`src/rtl/run_ctrl_monitor_if.sv`:
```
// Observation bus from the CPU to the run-control monitor: the commit stream
// and the register-file write port, both sampled on the monitor's clock.
interface run_ctrl_monitor_if #(
  parameter int XLEN = 32
);
  // No back-pressure: commit_valid is a one-cycle qualifier for commit_pc, and
  // rf_we qualifies rf_waddr/rf_wdata; the monitor never stalls the producer.
  logic            commit_valid;
  logic [XLEN-1:0] commit_pc;
  logic            rf_we;
  logic [4:0]      rf_waddr;
  logic [XLEN-1:0] rf_wdata;

  modport master (
    output commit_valid, commit_pc, rf_we, rf_waddr, rf_wdata
  );

  modport slave (
    input commit_valid, commit_pc, rf_we, rf_waddr, rf_wdata
  );
endinterface

```
`src/rtl/run_ctrl_monitor.sv`:
```
// Run-control / watchdog: ends a test run on halt PC, watch-register value,
// cycle limit or stall. Optional PC trace ring buffer under RUN_CTRL_TRACE_EN.
module run_ctrl_monitor #(
  parameter int              XLEN         = 32,
  parameter int              CNT_W        = 16,
  parameter int unsigned     MAX_CYCLES   = 1000,
  parameter logic [XLEN-1:0] HALT_PC      = 32'hf0000100,
  parameter int unsigned     STALL_LIMIT  = 64,
  parameter int unsigned     DRAIN_CYCLES = 4,
  parameter int unsigned     WATCH_REG    = 31,
  parameter logic [XLEN-1:0] WATCH_VAL    = 32'h100,
  parameter int              DEPTH        = 8
) (
  input  logic                       clk,
  input  logic                       rstn,
  run_ctrl_monitor_if.slave          cpu,
  input  logic [$clog2(DEPTH)-1:0]   trace_sel,
  output logic [XLEN-1:0]            trace_data,
  output logic                       halted,
  output logic                       draining,
  output logic [2:0]                 halt_cause,
  output logic [CNT_W-1:0]           cycle_count,
  output logic [CNT_W-1:0]           retire_count,
  output logic [1:0]                 state_dbg
);

  typedef enum logic [1:0] {
    S_RUN   = 2'd0,
    S_DRAIN = 2'd1,
    S_HALT  = 2'd2
  } state_t;

  localparam int     STALL_W   = (STALL_LIMIT > 1) ? $clog2(STALL_LIMIT) : 1;
  localparam int     DRW       = (DRAIN_CYCLES > 1) ? $clog2(DRAIN_CYCLES) : 1;
  localparam longint CNT_RANGE = longint'(1) << CNT_W;
  // A limit beyond the saturating counter range could never be reached.
  localparam bit     T3_EN     = (MAX_CYCLES != 0) && (longint'(MAX_CYCLES) <= CNT_RANGE);
  localparam bit     T4_EN     = (STALL_LIMIT != 0);
  localparam bit     T2_EN     = (WATCH_REG != 0);
  localparam logic [DRW-1:0] DRAIN_LOAD =
    (DRAIN_CYCLES == 0) ? '0 : DRW'(DRAIN_CYCLES - 1);

  state_t             state_q, state_d;
  logic [2:0]         cause_q, cause_d;
  logic [DRW-1:0]     drain_q, drain_d;
  logic [STALL_W-1:0] stall_q;
  logic               active;
  logic               t1, t2, t3, t4;

  assign active = (state_q != S_HALT);

  assign t1 = cpu.commit_valid && (cpu.commit_pc == HALT_PC);
  assign t2 = T2_EN && cpu.rf_we && (cpu.rf_waddr == 5'(WATCH_REG)) &&
              (cpu.rf_wdata == WATCH_VAL);
  assign t3 = T3_EN && (cycle_count == CNT_W'(MAX_CYCLES - 1));
  assign t4 = T4_EN && (stall_q == STALL_W'(STALL_LIMIT - 1)) && !cpu.commit_valid;

  always_ff @(posedge clk or negedge rstn) begin
    if (!rstn) begin
      state_q <= S_RUN;
      cause_q <= 3'd0;
      drain_q <= '0;
    end else begin
      state_q <= state_d;
      cause_q <= cause_d;
      drain_q <= drain_d;
    end
  end

  // Triggers are only looked at in RUN; the cause is written once on the edge leaving RUN.
  always_comb begin
    state_d = state_q;
    cause_d = cause_q;
    drain_d = drain_q;
    case (state_q)
      S_RUN: begin
        if (t1 || t2) begin
          cause_d = t1 ? 3'd1 : 3'd2;
          if (DRAIN_CYCLES == 0) begin
            state_d = S_HALT;
          end else begin
            state_d = S_DRAIN;
            drain_d = DRAIN_LOAD;
          end
        end else if (t3) begin
          cause_d = 3'd3;
          state_d = S_HALT;
        end else if (t4) begin
          cause_d = 3'd4;
          state_d = S_HALT;
        end
      end
      S_DRAIN: begin
        if (drain_q == '0) state_d = S_HALT;
        else               drain_d = drain_q - DRW'(1);
      end
      S_HALT:  state_d = S_HALT;
      default: state_d = S_RUN;
    endcase
  end

  // Counters saturate at all-ones and freeze once halted.
  always_ff @(posedge clk or negedge rstn) begin
    if (!rstn) begin
      cycle_count  <= '0;
      retire_count <= '0;
      stall_q      <= '0;
    end else if (active) begin
      if (cycle_count != '1) cycle_count <= cycle_count + CNT_W'(1);
      if (cpu.commit_valid) begin
        if (retire_count != '1) retire_count <= retire_count + CNT_W'(1);
        stall_q <= '0;
      end else if (stall_q != '1) begin
        stall_q <= stall_q + STALL_W'(1);
      end
    end
  end

  assign halted     = (state_q == S_HALT);
  assign draining   = (state_q == S_DRAIN);
  assign halt_cause = cause_q;
  assign state_dbg  = state_q;

`ifdef RUN_CTRL_TRACE_EN
  localparam int AW = $clog2(DEPTH);

  logic [XLEN-1:0] trace_mem [DEPTH];
  logic [AW-1:0]   wptr;
  logic [AW-1:0]   rd_idx;

  always_ff @(posedge clk or negedge rstn) begin
    if (!rstn) begin
      wptr <= '0;
      for (int i = 0; i < DEPTH; i++) trace_mem[i] <= '0;
    end else if (active && cpu.commit_valid) begin
      trace_mem[wptr] <= cpu.commit_pc;
      wptr            <= wptr + AW'(1);
    end
  end

  // Index 0 is the newest entry; arithmetic wraps modulo DEPTH.
  assign rd_idx     = wptr - AW'(1) - trace_sel;
  assign trace_data = trace_mem[rd_idx];
`else
  logic unused_trace_sel;
  assign unused_trace_sel = ^trace_sel;
  assign trace_data       = '0;
`endif

endmodule

```
`src/flat_wrapper.sv`:
```
// flat-port wrapper written by rule: the top's interface ports become plain ports
module run_ctrl_monitor_flat 
#(
  parameter int              XLEN         = 32,
  parameter int              CNT_W        = 16,
  parameter int unsigned     MAX_CYCLES   = 1000,
  parameter logic [XLEN-1:0] HALT_PC      = 32'hf0000100,
  parameter int unsigned     STALL_LIMIT  = 64,
  parameter int unsigned     DRAIN_CYCLES = 4,
  parameter int unsigned     WATCH_REG    = 31,
  parameter logic [XLEN-1:0] WATCH_VAL    = 32'h100,
  parameter int              DEPTH        = 8
)
  (clk, rstn, trace_sel, trace_data, halted, draining, halt_cause, cycle_count, retire_count, state_dbg, cpu_commit_valid, cpu_commit_pc, cpu_rf_we, cpu_rf_waddr, cpu_rf_wdata);
  run_ctrl_monitor_if #(.XLEN(XLEN)) cpu_i ();
  input  logic clk;
  input  logic rstn;
  input  logic [$clog2(DEPTH)-1:0] trace_sel;
  output logic [XLEN-1:0] trace_data;
  output logic halted;
  output logic draining;
  output logic [2:0] halt_cause;
  output logic [CNT_W-1:0] cycle_count;
  output logic [CNT_W-1:0] retire_count;
  output logic [1:0] state_dbg;
  input wire logic [$bits(cpu_i.commit_valid)-1:0] cpu_commit_valid;
  input wire logic [$bits(cpu_i.commit_pc)-1:0] cpu_commit_pc;
  input wire logic [$bits(cpu_i.rf_we)-1:0] cpu_rf_we;
  input wire logic [$bits(cpu_i.rf_waddr)-1:0] cpu_rf_waddr;
  input wire logic [$bits(cpu_i.rf_wdata)-1:0] cpu_rf_wdata;
  assign cpu_i.commit_valid = cpu_commit_valid;
  assign cpu_i.commit_pc = cpu_commit_pc;
  assign cpu_i.rf_we = cpu_rf_we;
  assign cpu_i.rf_waddr = cpu_rf_waddr;
  assign cpu_i.rf_wdata = cpu_rf_wdata;
  run_ctrl_monitor #(.XLEN(XLEN), .CNT_W(CNT_W), .MAX_CYCLES(MAX_CYCLES), .HALT_PC(HALT_PC), .STALL_LIMIT(STALL_LIMIT), .DRAIN_CYCLES(DRAIN_CYCLES), .WATCH_REG(WATCH_REG), .WATCH_VAL(WATCH_VAL), .DEPTH(DEPTH)) u_core (.clk(clk), .rstn(rstn), .cpu(cpu_i), .trace_sel(trace_sel), .trace_data(trace_data), .halted(halted), .draining(draining), .halt_cause(halt_cause), .cycle_count(cycle_count), .retire_count(retire_count), .state_dbg(state_dbg));
endmodule
```
`config.mk`:
```
export PLATFORM = sky130hd
export DESIGN_NAME = run_ctrl_monitor_flat
export DESIGN_NICKNAME = d
export VERILOG_FILES = /design/src/rtl/run_ctrl_monitor_if.sv /design/src/rtl/run_ctrl_monitor.sv /design/src/flat_wrapper.sv
export SDC_FILE = /design/constraint.sdc
export NUM_CORES = 1
export LEC_CHECK = 0
export BUFFER_PORTS_ARGS = -buffer_cell sky130_fd_sc_hd__buf_2
export CAP_MARGIN = 20
export CORE_MARGIN = 2
export CORE_UTILIZATION = 35
export CTS_CLUSTER_DIAMETER = 120
export DETAILED_ROUTE_END_ITERATION = 16
export GPL_ROUTABILITY_DRIVEN = 0
export GPL_TIMING_DRIVEN = 0
export PLACE_DENSITY = 0.74
export REMOVE_ABC_BUFFERS = 1
export SYNTH_ARGS = -nofsm -noshare
export SYNTH_HDL_FRONTEND = slang
export SYNTH_SLANG_ARGS = --single-unit
```
`constraint.sdc`:
```
create_clock -name clk -period 2.4 [get_ports clk]
set_input_delay 0.36 -clock clk [delete_from_list [all_inputs] [get_ports clk]]
set_output_delay 0.36 -clock clk [all_outputs]
set_load 0.1 [all_outputs]
```
After elaboration in Yosys (flattened, before gate mapping)
Index checks and enable logic that the tools add are counted.
{"block": "word_totals", "regBits": 45, "word_cells": 56}
{"block": "op_classes", "add_sub_neg": 4, "eq_ne": 15, "n_mux": 14, "n_reduce_logical": 17}
{"operator": "adder 16 x 1 -> 16 bit (second input constant)", "n": 2}
{"operator": "== test 32 bit (second input constant)", "n": 1}
{"operator": "== test 32 x 9 -> 1 bit (second input constant)", "n": 1}
{"operator": "inequality test 16 bit (second input constant)", "n": 2}
{"operator": "== test 16 x 10 -> 1 bit (second input constant)", "n": 1}
{"operator": "two-way mux 2 bit", "n": 7}
{"operator": "two-way mux 6 bit", "n": 2}
{"operator": "two-way mux 3 bit", "n": 3}
{"operator": "AND reduction 2 bit", "n": 4}
{"operator": "adder 6 x 1 -> 6 bit (second input constant)", "n": 1}
{"operator": "== test 6 bit (second input constant)", "n": 1}
{"operator": "inequality test 6 bit (second input constant)", "n": 1}
{"operator": "one-hot mux 2 bit (3 select lines)", "n": 1}
{"operator": "AND reduction 3 bit", "n": 2}
{"operator": "== test 5 bit (second input constant)", "n": 1}
{"operator": "logical AND 1 bit", "n": 4}
{"operator": "logical NOT 2 bit", "n": 2}
{"operator": "inequality test 2 x 1 -> 1 bit (second input constant)", "n": 2}
{"operator": "inequality test 2 bit (second input constant)", "n": 2}
{"operator": "inequality test 4 x 1 -> 1 bit (second input constant)", "n": 1}
{"operator": "one-hot mux 2 bit (2 select lines)", "n": 1}
{"operator": "nonzero test 2 bit", "n": 2}
{"operator": "nonzero test 3 bit", "n": 1}
{"operator": "== test 2 x 1 -> 1 bit (second input constant)", "n": 1}
{"operator": "other kinds (4)", "n": 4}

Depth between registers and ports, before layout
{"block": "logic_depth", "ltp_word": 6, "ltp_mapped": 8}

Worst setup path after synthesis
Ideal clock, no wire load.
{"block": "synth_timing", "path_type": "reg2reg", "from": "register u_core.state_q[0] (netlist: u_core.state_dbg[0])", "to": "register u_core.cycle_count[15]", "setup_time_ns": 0.163, "arrival_time_ns": 3.127, "t_required_ns": 2.237, "path_slack_ns": -0.890, "stages_incl_launch_ff": 9, "n_path_buf": 1, "synth_period_minus_slack_ns": 3.290, "path_cell_list": "dfrtp_1 -> inv_1 -> ha_1 -> buf_2 -> nand3b_1 -> nor2_1 -> or4b_1 -> nor3_1 -> xor2_1"}
{"block": "synth_via", "elab_chain_cells": 2}
{"element": "start, declared", "line": "run_ctrl_monitor.sv:43", "rtl": "state_t state_q, state_d;"}
{"element": "start signal, assigned", "line": "run_ctrl_monitor.sv:64", "rtl": "state_q <= state_d;"}
{"element": "inequality test 2 bit", "line": "run_ctrl_monitor.sv:50", "rtl": "assign active = (state_q != S_HALT);"}
{"element": "AND reduction 2 bit (no line)"}
{"element": "end signal, assigned", "line": "run_ctrl_monitor.sv:109", "rtl": "if (cycle_count != '1) cycle_count <= cycle_count + CNT_W'(1);"}
{"element": "end, declared", "line": "run_ctrl_monitor.sv:22", "rtl": "output logic [CNT_W-1:0] cycle_count,"}
No other way between the ends.
A chain may end at the register's enable or synchronous reset.

Worst setup path after layout
Same ends and word-level chain as after synthesis.

==> metrics.yaml <==
timing:
  finalClockSkew_ns: 0.00532
  min_period_ns: 2.09
  setup_viol: 0
  grt_setup_unrepaired: "no"
  worstMarginPinSlew_ns: 0.775
  fmax_mhz: 479
  hold_viol_final: 0
  slew_violations: 0
  max_slew_margin: 0.477
  timing.final.crit_share: 0.869
power:
  power_density_nw_per_um2: 708
  p_leak_nw: 1.73
  p_total_mw: 2.38
  worst_ir_drop_vdd_v: 0.000441
clocking:
  cts_tree: "done"
  htreeDepth: 2
  cts.root.buffer_cell: "clkbuf_8"
  cts.sink_count: 45
  cts_buffers: 5
  clk_pin_slew_worst_paths_ns: 0.08
  worstSkewPairLatency_ns: 0.29
  cts_setup_buffers: 0
  cts_hold_buf: 0
  ctsLongestPathBuffers: 2
synth:
  async_flop_share: 1.00
  yosys.area.top_type: "dfrtp_1"
  synth_most_common_cell: "dfrtp_1"
  seq_area_frac_synth: 0.416
  synth_top_flop_cell: "dfrtp_1"
  synth_cells: 281
  yosysWarnings: 0
  ys_seq_elements: 45
  synth-edff-count: 0
  syn_area_um2: 2710
  netlist_top_cells_count: "dfrtp_1 (45), buf_4 (32), nor2_1 (25), nand2_1 (21), xnor2_1 (19)"
  synth_area_per_cell_um2: 9.63
  synthTopCellsByArea: "dfrtp_1 (42%), buf_4 (8.9%), xnor2_1 (6.2%), xor2_1 (4.2%), ha_1 (3.7%)"
  synth_top_area_share: 0.416
  synth_cell_types: 47
setup_path:
  start_kind: "register"
  path_cells: "inv_1 > ha_2 > nand3b_1 > nor2_1 > or4b_1 > nor3_1 > xor2_1"
  endpoint_kind: "register"
  cp-startpoint: "u_core.state_dbg[0]"
  rr_worst_depth: 7
  cpLargestDelayFamily: "simple AND/OR/NAND/NOR gates"
  slowest_stage: "or4b_1"
  crit_required_ns: 2.62
  worstPathArrival_ns: 2.30
  regToRegStartpoint: "u_core.state_dbg[0]"
  slowest_delay_ns: 0.54
  path_class: "reg -> reg"
  crit_buf_inv: 1
  crit_path_max_fanout: 12
  crit_cells: 7
detailed_routing:
  drtIter0Drc: 66
  vias_per_cell: 4.72
  antenna_left: 0
  drc_errors: 0
  post_drt_wl_per_cell_um: 11.7
  finalWirelength_mm: 5.79
  vias: 2347
  firstDrtPassIters: 4
finish:
  area_growth_pct: 24.1
  drive_above_1_share: 0.329
  final_cell_area_um2: 3360
  nNetsFinal: 479
  fillCellCount: 757
  diodes: 0
  finalNonFillerCells: 497
die:
  die_h_um: 91.9
  dieArea_um2: 8450
  num_io_pins: 147
  die_x_um: 91.9
  coreArea_um2: 7610
  row_count: 32
  initial_core_util: 0.356
placement:
  post_dp_cell_area_um2: 3250
  io_buffers: 111
  dpl.hpwl_mm: 4.58
  placed_cells: 489
grt:
  grt_pass1_wl_mm: 9.54
  met2_usage: 0.242
  track_usage: 0.137
  grt_antenna_before_repair: 0
  busiest_layer: "met2"
  met1_usage: 0.164
  overflow: 0
  grt_util_met3: 0.0353
  grt_pass1_vias: 2210
  grt_max_degree: 46
run_status:
  status: "finished clean"
hold_path:
  hold_class: "in -> async"
run:
  maxCapViolCount: 0
==> cell usage in the layout, fill, tap and decap left out, types with 3 or more instances in the layout <==
master	netlist	final
xnor2_1	19	19
inv_1	8	8
nor2_1	25	25
nor4_1	13	13
nor3_1	7	7
xor2_1	13	13
dfrtp_1	45	45
nand4_1	10	10
mux2_2	3	3
and4_1	5	5
and3_1	8	8
a21oi_1	6	6
nand3_1	12	12
a31oi_1	3	3
ha_1	8	7
clkbuf_8	0	6
nor4b_1	4	4
nand2_1	21	21
buf_2	1	111
conb_1	1	32
==> worst paths after layout <==
kind / slack (ns) / endpoint
max: 0.31 / u_core.cycle_count[15]
min: 0.02 / u_core.cycle_count[13]
max reg2reg: 0.31 / u_core.cycle_count[15]
min reg2reg: 0.49 / u_core.drain_q[1]
max in group asynchronous: 1.89 / u_core.halt_cause[0]
min in group clk: 0.41 / u_core.stall_q[1]
==> metal layers <==
| metal | wire [um] | share of wire |
|---|---|---|
| met1 | 2460 | 0.42 |
| met2 | 2890 | 0.50 |
| met3 | 397 | 0.069 |
| met4 | 51 | 0.0088 |
| met5 | 0 | 0 |
==> through the flow <==
step	utilization	setup slack [ns]	setup TNS [ns]	hold slack (ns)
3_3_place_gp	0.427	0.264	0	0.471
2_1_floorplan	-	-0.812	-18.98	0.0644
4_1_cts	0.438	0.198	0	0.274
3_5_place_dp	0.427	0.224	0	0.482
6_report	0.441	0.314	0	0.0184
5_1_grt	0.441	0.116	0	0.0302
==> flip-flops by register name, summed over array words and instances (netlist names) <==
register / cells
u_core.retire_count: 16
u_core.halt_cause: 3
u_core.state_dbg: 2
u_core.stall_q: 6
u_core.drain_q: 2
u_core.cycle_count: 16
==> worst register-to-register path: cells and delay by family (launching register included) <==
kind | cells | cell delay, ns
and+or+nand+nor | 4 | 1.07
DFF | 1 | 0.40
adders and majority gates | 1 | 0.27
xor gates and xnor gates | 1 | 0.17
buffers and inverters | 1 | 0.10
==> report_power, final <==
group	leakage (nW)	switching, mW	internal, mW
Combinational	1.09	0.822	0.165
Clock	0.0443	0.247	0.229
Sequential	0.595	0.0839	0.829
==> cell type report <==
class	instances	area [um^2]	area share
multi-input cells	223	1410	0.420
flip-flops and latches	45	1130	0.335
repair buffers	112	576	0.171
well taps	102	128	0.0380
clock buffers	7	86.3	0.0257
inverters	8	30.0	0.00895
==> cell families (layout without fill, tap and decap cells) <==
logic type,Yosys count,after routing,share of synthesized area
flops,45,45,0.416
fa+ha+maj,8,8,0.0370
mux,3,3,0.0125
xor+xnor,32,32,0.104
compound gates,27,27,0.0740
simple gates,121,121,0.249
buf+inv,44,127,0.106
other cells,1,32,0.00139
==> timing repair <==
action                     4_1_cts  5_1_grt
resized for setup                0        1
hold endpoints to repair         0        0
setup endpoints to repair        0        1
Power figures use the tool's default switching activity.
